File: config.mk
export PLATFORM = sky130hd
export DESIGN_NAME = wb_slave_regbank
export DESIGN_NICKNAME = d
export VERILOG_FILES = /design/src/rtl/wb_slave_pkg.sv /design/src/rtl/wb_slave_wait_ctr.sv /design/src/rtl/wb_slave_regbank.sv
export SDC_FILE = /design/constraint.sdc
export NUM_CORES = 1
export LEC_CHECK = 0
export ABC_AREA = 0
export CAP_MARGIN = 20
export CORE_MARGIN = 4
export CORE_UTILIZATION = 46
export DETAILED_ROUTE_END_ITERATION = 16
export GPL_ROUTABILITY_DRIVEN = 0
export PLACE_DENSITY = 0.76
export REMOVE_ABC_BUFFERS = 1
export SYNTH_ARGS = -nofsm -noshare
export SYNTH_HDL_FRONTEND = slang
export SYNTH_SLANG_ARGS = --single-unit
export TNS_END_PERCENT = 100
File: constraint.sdc
create_clock -name wb_clk_i -period 1.9 [get_ports wb_clk_i]
set_clock_uncertainty 0.2 [all_clocks]
set_input_delay 0.475 -clock wb_clk_i [delete_from_list [all_inputs] [get_ports wb_clk_i]]
set_output_delay 0.475 -clock wb_clk_i [all_outputs]
set_load 0.005 [all_outputs]
File: src/rtl/wb_slave_pkg.sv
// rtl/wb_slave_pkg.sv - shared state type, wait-counter width and address decode for wb_slave_regbank.
package wb_slave_pkg;

  typedef enum logic [1:0] {IDLE, WAIT, RESP, HOLD} wb_slv_state_t;

  localparam int WCNT_W = 4;

  // Mapped = one of the RW registers or the RO counter at the top word address.
  function automatic logic is_mapped(input int adr, input int num_regs, input int addr_w);
    return (adr < num_regs) || (adr == (1 << addr_w) - 1);
  endfunction

endpackage

File: src/rtl/wb_slave_wait_ctr.sv
// rtl/wb_slave_wait_ctr.sv - loadable down-counter with zero flag, pacing wait states before ack.
module wb_slave_wait_ctr
  import wb_slave_pkg::*;
(
  input  logic              clk_i,
  input  logic              rst_i,
  input  logic              load_i,
  input  logic [WCNT_W-1:0] load_val_i,
  input  logic              en_i,
  output logic [WCNT_W-1:0] count_o,
  output logic              zero_o
);

  logic [WCNT_W-1:0] count_q, count_d;

  always_comb begin
    count_d = count_q;
    if (load_i) begin
      count_d = load_val_i;
    end else if (en_i && (count_q != '0)) begin
      count_d = count_q - WCNT_W'(1);
    end
  end

  always_ff @(posedge clk_i) begin
    if (rst_i) begin
      count_q <= '0;
    end else begin
      count_q <= count_d;
    end
  end

  assign count_o = count_q;
  assign zero_o  = (count_q == '0);

endmodule

File: src/rtl/wb_slave_regbank.sv
// rtl/wb_slave_regbank.sv - Wishbone classic slave: RW register bank, RO transfer counter, wait states.
// Define WB_SLV_ERR_EN to terminate unmapped accesses and counter writes with wb_err_o.
module wb_slave_regbank
  import wb_slave_pkg::*;
#(
  parameter int ADDR_W      = 3,
  parameter int DATA_W      = 8,
  parameter int NUM_REGS    = 6,
  parameter int WAIT_STATES = 1
) (
  input  logic                       wb_clk_i,
  input  logic                       wb_rst_i,
  input  logic [ADDR_W-1:0]          wb_adr_i,
  input  logic [DATA_W-1:0]          wb_dat_i,
  output logic [DATA_W-1:0]          wb_dat_o,
  input  logic                       wb_we_i,
  input  logic                       wb_stb_i,
  input  logic                       wb_cyc_i,
  output logic                       wb_ack_o,
  output logic                       wb_err_o,
  output logic [NUM_REGS*DATA_W-1:0] regs_o
);

  localparam logic [ADDR_W-1:0] CNT_ADR = '1;

  wb_slv_state_t     state_q, state_d;
  logic [ADDR_W-1:0] adr_q;
  logic              we_q;
  logic [DATA_W-1:0] dat_q;
  logic [DATA_W-1:0] cnt_q;
  logic [DATA_W-1:0] regs_q [NUM_REGS];

  logic              req, resp, bad, ack;
  logic              wcnt_load, wcnt_zero;
  logic [WCNT_W-1:0] wcnt;
  logic [DATA_W-1:0] rdata;

  assign req       = wb_cyc_i & wb_stb_i;
  assign wcnt_load = (state_q == IDLE) & req;

  wb_slave_wait_ctr u_wait_ctr (
    .clk_i      (wb_clk_i),
    .rst_i      (wb_rst_i),
    .load_i     (wcnt_load),
    .load_val_i (WCNT_W'(WAIT_STATES)),
    .en_i       (state_q == WAIT),
    .count_o    (wcnt),
    .zero_o     (wcnt_zero)
  );

  always_comb begin
    state_d = state_q;
    case (state_q)
      IDLE: if (req) state_d = (WAIT_STATES == 0) ? RESP : WAIT;
      WAIT: begin
        if (!req) begin
          state_d = IDLE;
        end else if ((wcnt == WCNT_W'(1)) || wcnt_zero) begin
          state_d = RESP;
        end
      end
      RESP: state_d = HOLD;
      // Stay until the master drops req so one transfer never gets two acks.
      HOLD: if (!req) state_d = IDLE;
      default: state_d = IDLE;
    endcase
  end

`ifdef WB_SLV_ERR_EN
  assign bad = !is_mapped(int'(adr_q), NUM_REGS, ADDR_W) || (we_q && (adr_q == CNT_ADR));
`else
  assign bad = 1'b0;
`endif

  assign resp = (state_q == RESP);
  assign ack  = resp & ~bad;

  always_comb begin
    rdata = '0;
    for (int k = 0; k < NUM_REGS; k++) begin
      if (adr_q == ADDR_W'(k)) rdata = regs_q[k];
    end
    if (adr_q == CNT_ADR) rdata = cnt_q;
  end

  assign wb_ack_o = ack;
  assign wb_err_o = resp & bad;
  assign wb_dat_o = ack ? rdata : '0;

  always_ff @(posedge wb_clk_i) begin
    if (wb_rst_i) begin
      state_q <= IDLE;
      adr_q   <= '0;
      we_q    <= 1'b0;
      dat_q   <= '0;
      cnt_q   <= '0;
      for (int k = 0; k < NUM_REGS; k++) regs_q[k] <= '0;
    end else begin
      state_q <= state_d;
      if (wcnt_load) begin
        adr_q <= wb_adr_i;
        we_q  <= wb_we_i;
        dat_q <= wb_dat_i;
      end
      if (ack) begin
        cnt_q <= cnt_q + DATA_W'(1);
        for (int k = 0; k < NUM_REGS; k++) begin
          if (we_q && (adr_q == ADDR_W'(k))) regs_q[k] <= dat_q;
        end
      end
    end
  end

  for (genvar g = 0; g < NUM_REGS; g++) begin : g_regs_o
    assign regs_o[g*DATA_W +: DATA_W] = regs_q[g];
  end

endmodule
Yosys cells after proc, flatten, opt, wreduce, memory -nomap -nowiden
Memories as Yosys holds them, arrays and structs flattened. Index checks and enable logic that the tools add are counted.

Bits in registers: 26. Bits in writable memories: 48. Logic and storage cells: 93. Memories: 1.

Memory list: regs_q (depth 6, bits a word 8, read ports 6, clocked after Yosys merged registers in 0, wr ports 6, RTL line wb_slave_regbank.sv:31) `logic [DATA_W-1:0] regs_q [NUM_REGS];`.

$add $sub $neg: 2. Eq/ne operators: 13. Multiplexer cells: 47. Bitwise operators: 8. Reductions and logical operators: 15.

Operator list (count): $mux 8 (14); $mux 1 (28); $eq 3x3->1 const B (3); $add 8x1->8 const B (1); $mux 2 (4); $pmux 2 s4 (1); $logic_and 1x1->1 (7); $eq 3x2->1 const B (2); $or 1x1->1 (6); $eq 2x2->1 const B (2); $eq 4x1->1 const B (1); $logic_not 4->1 (1); $ne 2x2->1 const B (2); $reduce_bool 4->1 (1); $sub 4x1->4 const B (1); $eq 3x1->1 const B (1); $logic_not 3->1 (1); $ne 3x3->1 const B (1); $reduce_and 3->1 (1); $and 1x1->1 (2); $eq 2x1->1 const B (1); $logic_not 2->1 (1); $reduce_bool 2->1 (1); $reduce_or 2->1 (1); $logic_or 1x1->1 (1).

Longest topological paths before layout
Gate-level depths: netlist of run 1.

Depth after elaboration: 9. Depth in mapped cells: 6. Depth with buffers taken out: 6.

Modules after synthesis
A second synthesis of run 1 with hierarchy kept.

Cell total of the unflattened synthesis: 351. Area, all modules: 3777.4 um2.

Modules (own cells, without submodules): wb_slave_regbank (instances 1, cells each 322, area each 3514.6 um2, seq. area each 1881.8 um2); wb_slave_wait_ctr (instances 1, cells each 29, area each 262.8 um2, seq. area each 80.1 um2).

Worst setup path before layout of run 1
Ideal clock, no wire load.

Path type: register to register. Start point: reg adr_q[0]. End point: mem regs_q[4][0] (enable). Library setup time: 387 ps. Data arrival time: 1531 ps. Required time: 1313 ps. Path slack: -218 ps. Cell stages (with the launch flop): 5. Buffers on the path: 3. Period minus slack after synthesis: 2118 ps. Cells stage by stage: dfxtp_1 > buf_2 > buf_2 > clkbuf_1 > o31ai_1.

RTL lines: start, declared (RTL line wb_slave_regbank.sv:27) `logic [ADDR_W-1:0] adr_q;`; start signal, assigned (RTL line wb_slave_regbank.sv:101) `adr_q <= wb_adr_i;`; end, declared (RTL line wb_slave_regbank.sv:31).

Worst setup path in the final report of run 1
Start point: reg adr_q[1]. End point: out wb_dat_o[4].

Longest elaborated chain between the ends: 9. Elaborated cells between the ends (all ways): 15. Classes of those cells: eq/ne: 6; mux: 8; reduce/logical: 1.

RTL lines: $logic_not 3->1 (RTL line wb_slave_regbank.sv:81) `if (adr_q == ADDR_W'(k)) rdata = regs_q[k];`; $mux 8 (6 in a row) (RTL line wb_slave_regbank.sv:81); $mux 8 (*) (RTL line wb_slave_regbank.sv:83) `if (adr_q == CNT_ADR) rdata = cnt_q;`; $mux 8 (*) (RTL line wb_slave_regbank.sv:88) `assign wb_dat_o = ack ? rdata : '0;`; end, declared (RTL line wb_slave_regbank.sv:15) `output logic [DATA_W-1:0] wb_dat_o,`.

Every way passes the cells marked *; elsewhere a longest branch is shown, timed or not.

==> results of run 1 <==
[cell type report]
class,count,area share
clock buffer,11,0.0300
tap,99,0.0229
sequential,74,0.365
multi-input combinational,240,0.303
timing repair buffer,175,0.271
inverter,4,0.00277
clock inverter,5,0.00601
[repair_timing]
action / CTS / global route
setup endpoints to repair: 73 / 32
setup buffers: 5 / 2
gates resized for setup: 125 / 17
hold endpoints to repair: 0 / 0
pin swaps: 12 / 5
cloned: 1 / 0
[registers in the layout, summed over array words and instances (netlist names), named ones only]
name                cells
regs_q                 48
cnt_q                   8
dat_q                   8
u_wait_ctr.count_o      4
adr_q                   3
state_q                 1
we_q                    1
[power by group]
group	internal, mW	leakage (nW)	switching, mW
Sequential	1.76	0.710	0.0597
Clock	0.591	0.0994	0.596
Combinational	0.243	1.51	0.198
[path summary, 6_finish.rpt]
path,end,slack (ns),cells past startpoint
setup / recovery,wb_dat_o[4],-0.46,6
hold / removal,we_q$_SDFFE_PP0P_,0.31,2
setup reg to reg,regs_q[1][1]$_SDFFCE_PN0P_,0.08,5
hold reg to reg,we_q$_SDFFE_PP0P_,0.31,2
[placed cells by master, fill, tap and decap left out, types with 2 or more instances in the layout]
cell type and count:
nand2b_1 8, a21oi_1 30, o21ai_1 5, clkdlybuf4s50_1 15
xnor2_1 5, edfxtp_1 48, a21oi_2 9, clkbuf_8 10
o21ai_0 4, nand2b_4 4, o221ai_2 7, o21ai_2 2
buf_12 4, and2_1 40, xor2_1 3, nand4_1 3
dfxtp_4 3, buf_4 93, clkdlybuf4s15_1 4, buf_6 5
nor3_1 5, a211oi_1 3, or3_1 10, buf_2 9
ha_1 3, inv_1 3, dfxtp_1 22, nor3_2 3
mux2_2 16, dlygate4sd2_1 43, nand2_1 31, inv_4 2
nor2_1 19, and3_1 10
[logic make-up (layout without fill, tap and decap cells)]
family | count (synthesis) | count (layout) | share of synthesized area
mux | 16 | 16 | 0.0505
compound gates | 67 | 67 | 0.110
simple gates | 145 | 145 | 0.231
flops | 74 | 74 | 0.550
fa+ha+maj | 3 | 3 | 0.0105
xor+xnor | 8 | 8 | 0.0197
buf+inv | 22 | 195 | 0.0267
other cells | 1 | 1 | 0.00105
[metrics by stage]
stage | worst slack (ns) | power [mW] | hold WS (ns) | util | instances
2_1_floorplan | -0.640 | 1.97 | 0.260 | - | 318
3_3_place_gp | -0.487 | 2.25 | 0.280 | 0.687 | 584
3_5_place_dp | -0.517 | 2.27 | 0.299 | 0.687 | 584
4_1_cts | -0.414 | 3.43 | 0.309 | 0.724 | 606
5_1_grt | -0.549 | 3.56 | 0.338 | 0.731 | 608
6_report | -0.459 | 3.44 | 0.313 | 0.731 | 608
[cell usage after synthesis, types with 5 or more instances]
cell type	count	share of area
and3_1	10	0.018
o21ai_0	11	0.015
xnor2_1	5	0.012
and2_1	40	0.070
nor2_1	20	0.021
edfxtp_1	48	0.40
mux2_2	16	0.051
o221ai_1	8	0.020
or3_1	11	0.019
nand2b_1	11	0.019
clkbuf_1	9	0.0095
nand2_1	31	0.033
nor3_1	5	0.0070
a21oi_1	39	0.055
buf_2	6	0.0084
dfxtp_1	26	0.15
[per-layer routing]
layer / GRT usage / vias up / wire length [µm]
met5: 0 / - / 0
met4: 0.0794 / 0 / 212
met3: 0.0446 / 19 / 719
met2: 0.434 / 146 / 5600
met1: 0.294 / 1553 / 4190
li1: - / 1545 / -
[worst max-delay path, stage by stage, from the launching register on]
cell     delay [ns]
dfxtp_4        0.39
buf_6          0.13
buf_6          0.11
a21oi_1        0.05
or3_1          0.39
a21oi_2        0.15
buf_2          0.12
==> summary.md, run 1 <==
| Metric | Value |
|---|---|
| Outcome | finished with violations |
| Failing checks | setup timing |
| Final Cell Area | 0.00542 mm² |
| CP Launch Type | register |
| CTS clk-pin slew, worst paths | 0.08 ns |
| Final Max Tran Viols | 0 |
| Worst skew pair latency | 0.34 ns |
| Static leakage | 2.32 nW |
| Routed Antenna Nets | 0 |
| Ports | 74 |
| Post-synthesis sequential area ratio | 0.550 |
| Initial antenna violation count | 0 |
| Reg2reg start | adr_q[1]$_SDFFE_PP0P_ |
| Clk buf depth | 2 |
| Min Clock Period, post-route | 2.36 ns |
| Final nets | 523 |
| All-Layer GR Usage | 0.243 |
| Ys Warns | 0 |
| Area growth syn-to-layout | 51.9% |
| Crit path kind | reg -> out |
| Pre-antenna DRT Iters | 5 |
| Endpoint type of the worst setup path | primary output |
| Fin. Hold Viols | 0 |
| Number of cell rows | 31 |
| Top_reg_cell synth | edfxtp_1 |
| Vias per std cell | 5.37 |
| PD cells | 636 mW/mm² |
| CTS buffer count | 9 |
| Post-DP HPWL | 7350 µm |
| Largest net degree at the start of global routing | 25 |
| First-pass GRT wire length | 16600 µm |
| Setup violators final | 8 |
| Clock sink count | 74 |
| Post-Syn Area per Cell | 10.6 µm² |
| CP required | 1.22 ns |
| Root Driver | clkbuf_8 |
| Die X-Extent | 96.0 µm |
| CP arrival | 1.68 ns |
| Worst VDD drop | 0.408 mV |
| HP Class | reg -> reg |
| Crit Path Max Fanout | 6 |
| Fmax | 424 MHz |
| Distinct cell type count after synthesis | 41 |
| Worst setup margin | -0.459 ns |
| Fill count | 517 |
| Area of the mapped netlist | 0.00356 mm² |
| Chip height | 96.0 µm |
| Port bufs | 72 |
| Post-synth EDFFs | 48 |
| Share of cells above drive strength 1 | 0.360 |
| Vias after detailed routing | 3263 |
| Register bit count reported by yosys | 74 |
| Initial core utilization | 0.481 |
| Worst Setup SP | adr_q[1]$_SDFFE_PP0P_ |
| Post-route clock period utilization | 1.24 |
| Hold buffers post-CTS | 0 |
| Register area | 0.00197 mm² |
| Placed Area | 0.00509 mm² |
| Routed WL | 10700 µm |
| Hold path start | we_q$_SDFFE_PP0P_ |
| Diode count | 0 |
| Max-Cap Viols | 0 |
| Wirelength per Cell | 17.6 µm |
| Die area | 0.00922 mm² |
| Core Region | 0.00741 mm² |
| Cells after Synth | 336 |
| Initial DRC Count | 195 |
| Number of remaining DRC errors | 0 |
| RSZ-0062 raised after global routing | true |
| Multi-input logic area | 0.00164 mm² |
| Sum Neg Setup Slack | -3.32 ns |
| Ys async rst share | 0 |
| Vias in the first global route | 3277 |
| Total grt overflow | 0 |
| H-tree depth | 3 |
| CTS tree | done |
Power figures use the tool's default switching activity.
==> run 2, diff against run 1 <==
--- a/config.mk
+++ b/config.mk
@@ -12,6 +12,7 @@
 export DETAILED_ROUTE_END_ITERATION = 16
 export GPL_ROUTABILITY_DRIVEN = 0
 export PLACE_DENSITY = 0.76
+export RECOVER_POWER = 50
 export REMOVE_ABC_BUFFERS = 1
 export SYNTH_ARGS = -nofsm -noshare
 export SYNTH_HDL_FRONTEND = slang
==> run 2 against run 1 <==
Net effect: the run still ends with setup timing left; utilization down 0.35 points; worst hold slack worse by 0.0081 ns; worst setup slack better by 0.0067 ns; critical path depth unchanged; critical endpoint unchanged; global-route usage unchanged; clock-buffer cell count unchanged; sequential power about the same; via count down 2.2%; maximum frequency up 0.28%.
==> summary.md, run 2 (synthesis gave the netlist of run 1 again) <==
| Metric | Value |
|---|---|
| Sum Neg Setup Slack | -4.67 ns (-1.35 ns) |
| Clk buf depth | 2 (unchanged) |
| Total grt overflow | 0 (unchanged) |
| R2R setup slack | 0.04 ns (-0.04 ns) |
| CTS buffer count | 9 (unchanged) |
| Final Max Tran Viols | 0 (unchanged) |
| Clock share of power | 0.345 (about the same) |
| Initial DRC Count | 252 (+29%) |
| RSZ-0062 raised after global routing | true |
| H-tree depth | 3 (unchanged) |
| Fmax | 425 MHz (+0.28%) |
| Net Switching | 0.847 mW (-0.81%) |
| M1 GR Usage | 0.294 (unchanged) |
| Static leakage | 2.31 nW (-0.32%) |
| Post-Place Worst Slack | -0.517 ns (unchanged) |
| Hold buffers post-CTS | 0 (unchanged) |
| Crit path kind | reg -> out |
| Chip height | 96.0 µm (unchanged) |
| Reg with most FFs | regs_q |
| WHS | 0.305 ns (-0.00811 ns) |
| Vias in the first global route | 3277 (unchanged) |
| Vias after detailed routing | 3191 (-2.2%) |
| Root Driver | clkbuf_8 |
| Min Clock Period, post-route | 2.35 ns (-0.00665 ns) |
| Diode count | 0 (unchanged) |
| Family with the most delay on the worst path | flip-flops |
| Die area | 0.00922 mm² (unchanged) |
| Share of cells above drive strength 1 | 0.354 (-0.00589) |
| First-pass GRT wire length | 16600 µm (unchanged) |
| Critical R2R Capture | regs_q[1][7]$_SDFFCE_PN0P_ |
| Placed instance count | 584 (unchanged) |
| Crit Path Max Fanout | 6 (unchanged) |
| Wirelength per Cell | 17.5 µm (-0.61%) |
| Reg2reg start | adr_q[1]$_SDFFE_PP0P_ |
| CP arrival | 1.68 ns (about the same) |
| Initial core utilization | 0.481 (unchanged) |
| Worst Hold Path EP | we_q$_SDFFE_PP0P_ |
| Placed Area | 0.00509 mm² (unchanged) |
| Worst skew pair latency | 0.33 ns (about the same) |
| Critical Path Max Stage Delay | 0.39 ns (about the same) |
| Worst path cell trace | buf_6 -> buf_6 -> a21oi_1 -> or3_1 -> a21oi_2 -> buf_2 |
| Switching Share | 0.247 (-0.00125) |
| Number of cell rows | 31 (unchanged) |
| Overall Power | 3.43 mW (-0.31%) |
| Fin. Hold Viols | 0 (unchanged) |
| Hold path start | we_q$_SDFFE_PP0P_ |
| Buf/Inv on CP | 3 (unchanged) |
| Worst reg-to-reg path cell count | 5 (unchanged) |
| Worst setup margin | -0.453 ns (+0.00665 ns) |
| Most frequent cells in the layout | 87 x buf_4, 48 x edfxtp_1, 43 x dlygate4sd2_1, 40 x and2_1, 31 x nand2_1 |
| CP Launch Type | register |
| Met3 Use GR | 0.0446 (unchanged) |
| All-Layer GR Usage | 0.243 (unchanged) |
| Endpoint type of the worst setup path | primary output |
| Post-DP HPWL | 7350 µm (unchanged) |
| Initial antenna violation count | 0 (unchanged) |
| Clock sink count | 74 (unchanged) |
| Final Cell Area | 0.00539 mm² (-0.49%) |
| Internal power | 2.59 mW (-0.15%) |
| Fin util | 0.727 (-0.00355) |
| CTS tree | done |
| PD cells | 637 mW/mm² (+0.17%) |
| Reg power frac | 0.529 (+0.002) |
| GRT Max-Usage Layer | met2 |
| Comb pwr share | 0.127 (about the same) |
| Most used cell, CP | buf_6 |
| Worst VDD drop | 0.398 mV (-2.4%) |
| Failing checks | setup timing |
| Pre-antenna DRT Iters | 4 (-1) |
| Outcome | finished with violations |
| Largest net degree at the start of global routing | 25 (unchanged) |
| Grt met2 use | 0.434 (unchanged) |
| Port bufs | 72 (unchanged) |
| Layout Cells excl Fill | 608 (unchanged) |
| WHS Path Cells | 2 (unchanged) |
| Setup violators final | 40 (+32) |
| HP Class | reg -> reg |
| Max-Cap Viols | 0 (unchanged) |
| Number of remaining DRC errors | 0 (unchanged) |
| Crit-path slowest cell | dfxtp_4 |
| CP required | 1.22 ns (about the same) |
| Area growth syn-to-layout | 51.2% |
| Routed Antenna Nets | 0 (unchanged) |
| Post-route clock period utilization | 1.24 (-0.00350) |
| Ports | 74 (unchanged) |
| Core Region | 0.00741 mm² (unchanged) |
| Largest registers | regs_q: 48 flops, cnt_q: 8 flops, dat_q: 8 flops |
| Final nets | 523 (unchanged) |
| Number of flip-flops in the largest register | 48 (unchanged) |
| Vias per std cell | 5.25 (-2.2%) |
| Die X-Extent | 96.0 µm (unchanged) |
| Routed WL | 10700 µm (-0.61%) |
| CTS clk-pin slew, worst paths | 0.08 ns (about the same) |
| Most common cell after layout, fill and taps aside | buf_4 |
[run 2: cell types whose count changed in the layout (fill, tap and decap cells not counted)]
cell and delta:
buf_4 -6, nor3_1 +1, clkbuf_4 +1, clkdlybuf4s50_1 -1
dlygate4sd3_1 +1, clkbuf_2 +3, nor3_4 -1, clkbuf_1 +2
[run 2: how the worst max path moves through the flow]
stage,from,end,cells after the start
floorplan,adr_q[0]$_SDFFE_PP0P_,regs_q[1][0]$_SDFFCE_PN0P_,2
global placement,adr_q[1]$_SDFFE_PP0P_,wb_dat_o[0],5
detailed placement,adr_q[2]$_SDFFE_PP0P_,wb_dat_o[6],5
CTS,adr_q[1]$_SDFFE_PP0P_,wb_dat_o[6],6
global route,adr_q[1]$_SDFFE_PP0P_,wb_dat_o[4],6
finish,adr_q[1]$_SDFFE_PP0P_,wb_dat_o[4],6
[run 2: metal layers]
layer / vias to the layer above / wire length, µm / share of wire
li1: 1548 / - / -
met4: 0 / 147 / 0.014
met5: - / 0 / 0
met3: 15 / 648 / 0.061
met2: 105 / 5610 / 0.53
met1: 1523 / 4240 / 0.40
[run 2: timing repair]
item / 4_1_cts / 5_1_grt
pin swaps: 12 / 5
gates resized for setup: 125 / 17
endpoints found under the setup margin: 73 / 32
cloned: 1 / 0
buffers inserted: 5 / 2
[run 2: tightest hold or removal path, stage by stage, from the launching register on]
cell and delay (ns):
dfxtp_1 0.34, nand2_1 0.06, a21oi_1 0.05
[run 2: power by group through the flow]
stage | registers [mW] | logic, mW | clock network (mW)
2_1_floorplan | 1.85 | 0.128 | 0
3_5_place_dp | 1.85 | 0.421 | 0
6_report | 1.81 | 0.436 | 1.18
3_3_place_gp | 1.85 | 0.409 | 0
5_1_grt | 1.82 | 0.472 | 1.26
4_1_cts | 1.81 | 0.425 | 1.19
[run 2: area by class of cell]
class	count	area, µm²
well taps	99	124
fillers	524	2020
clock inverters	5	32.5
inverters	4	15.0
repair buffers	175	1450
flip-flops and latches	74	1970
clock buffers	11	163
multi-input cells	240	1630
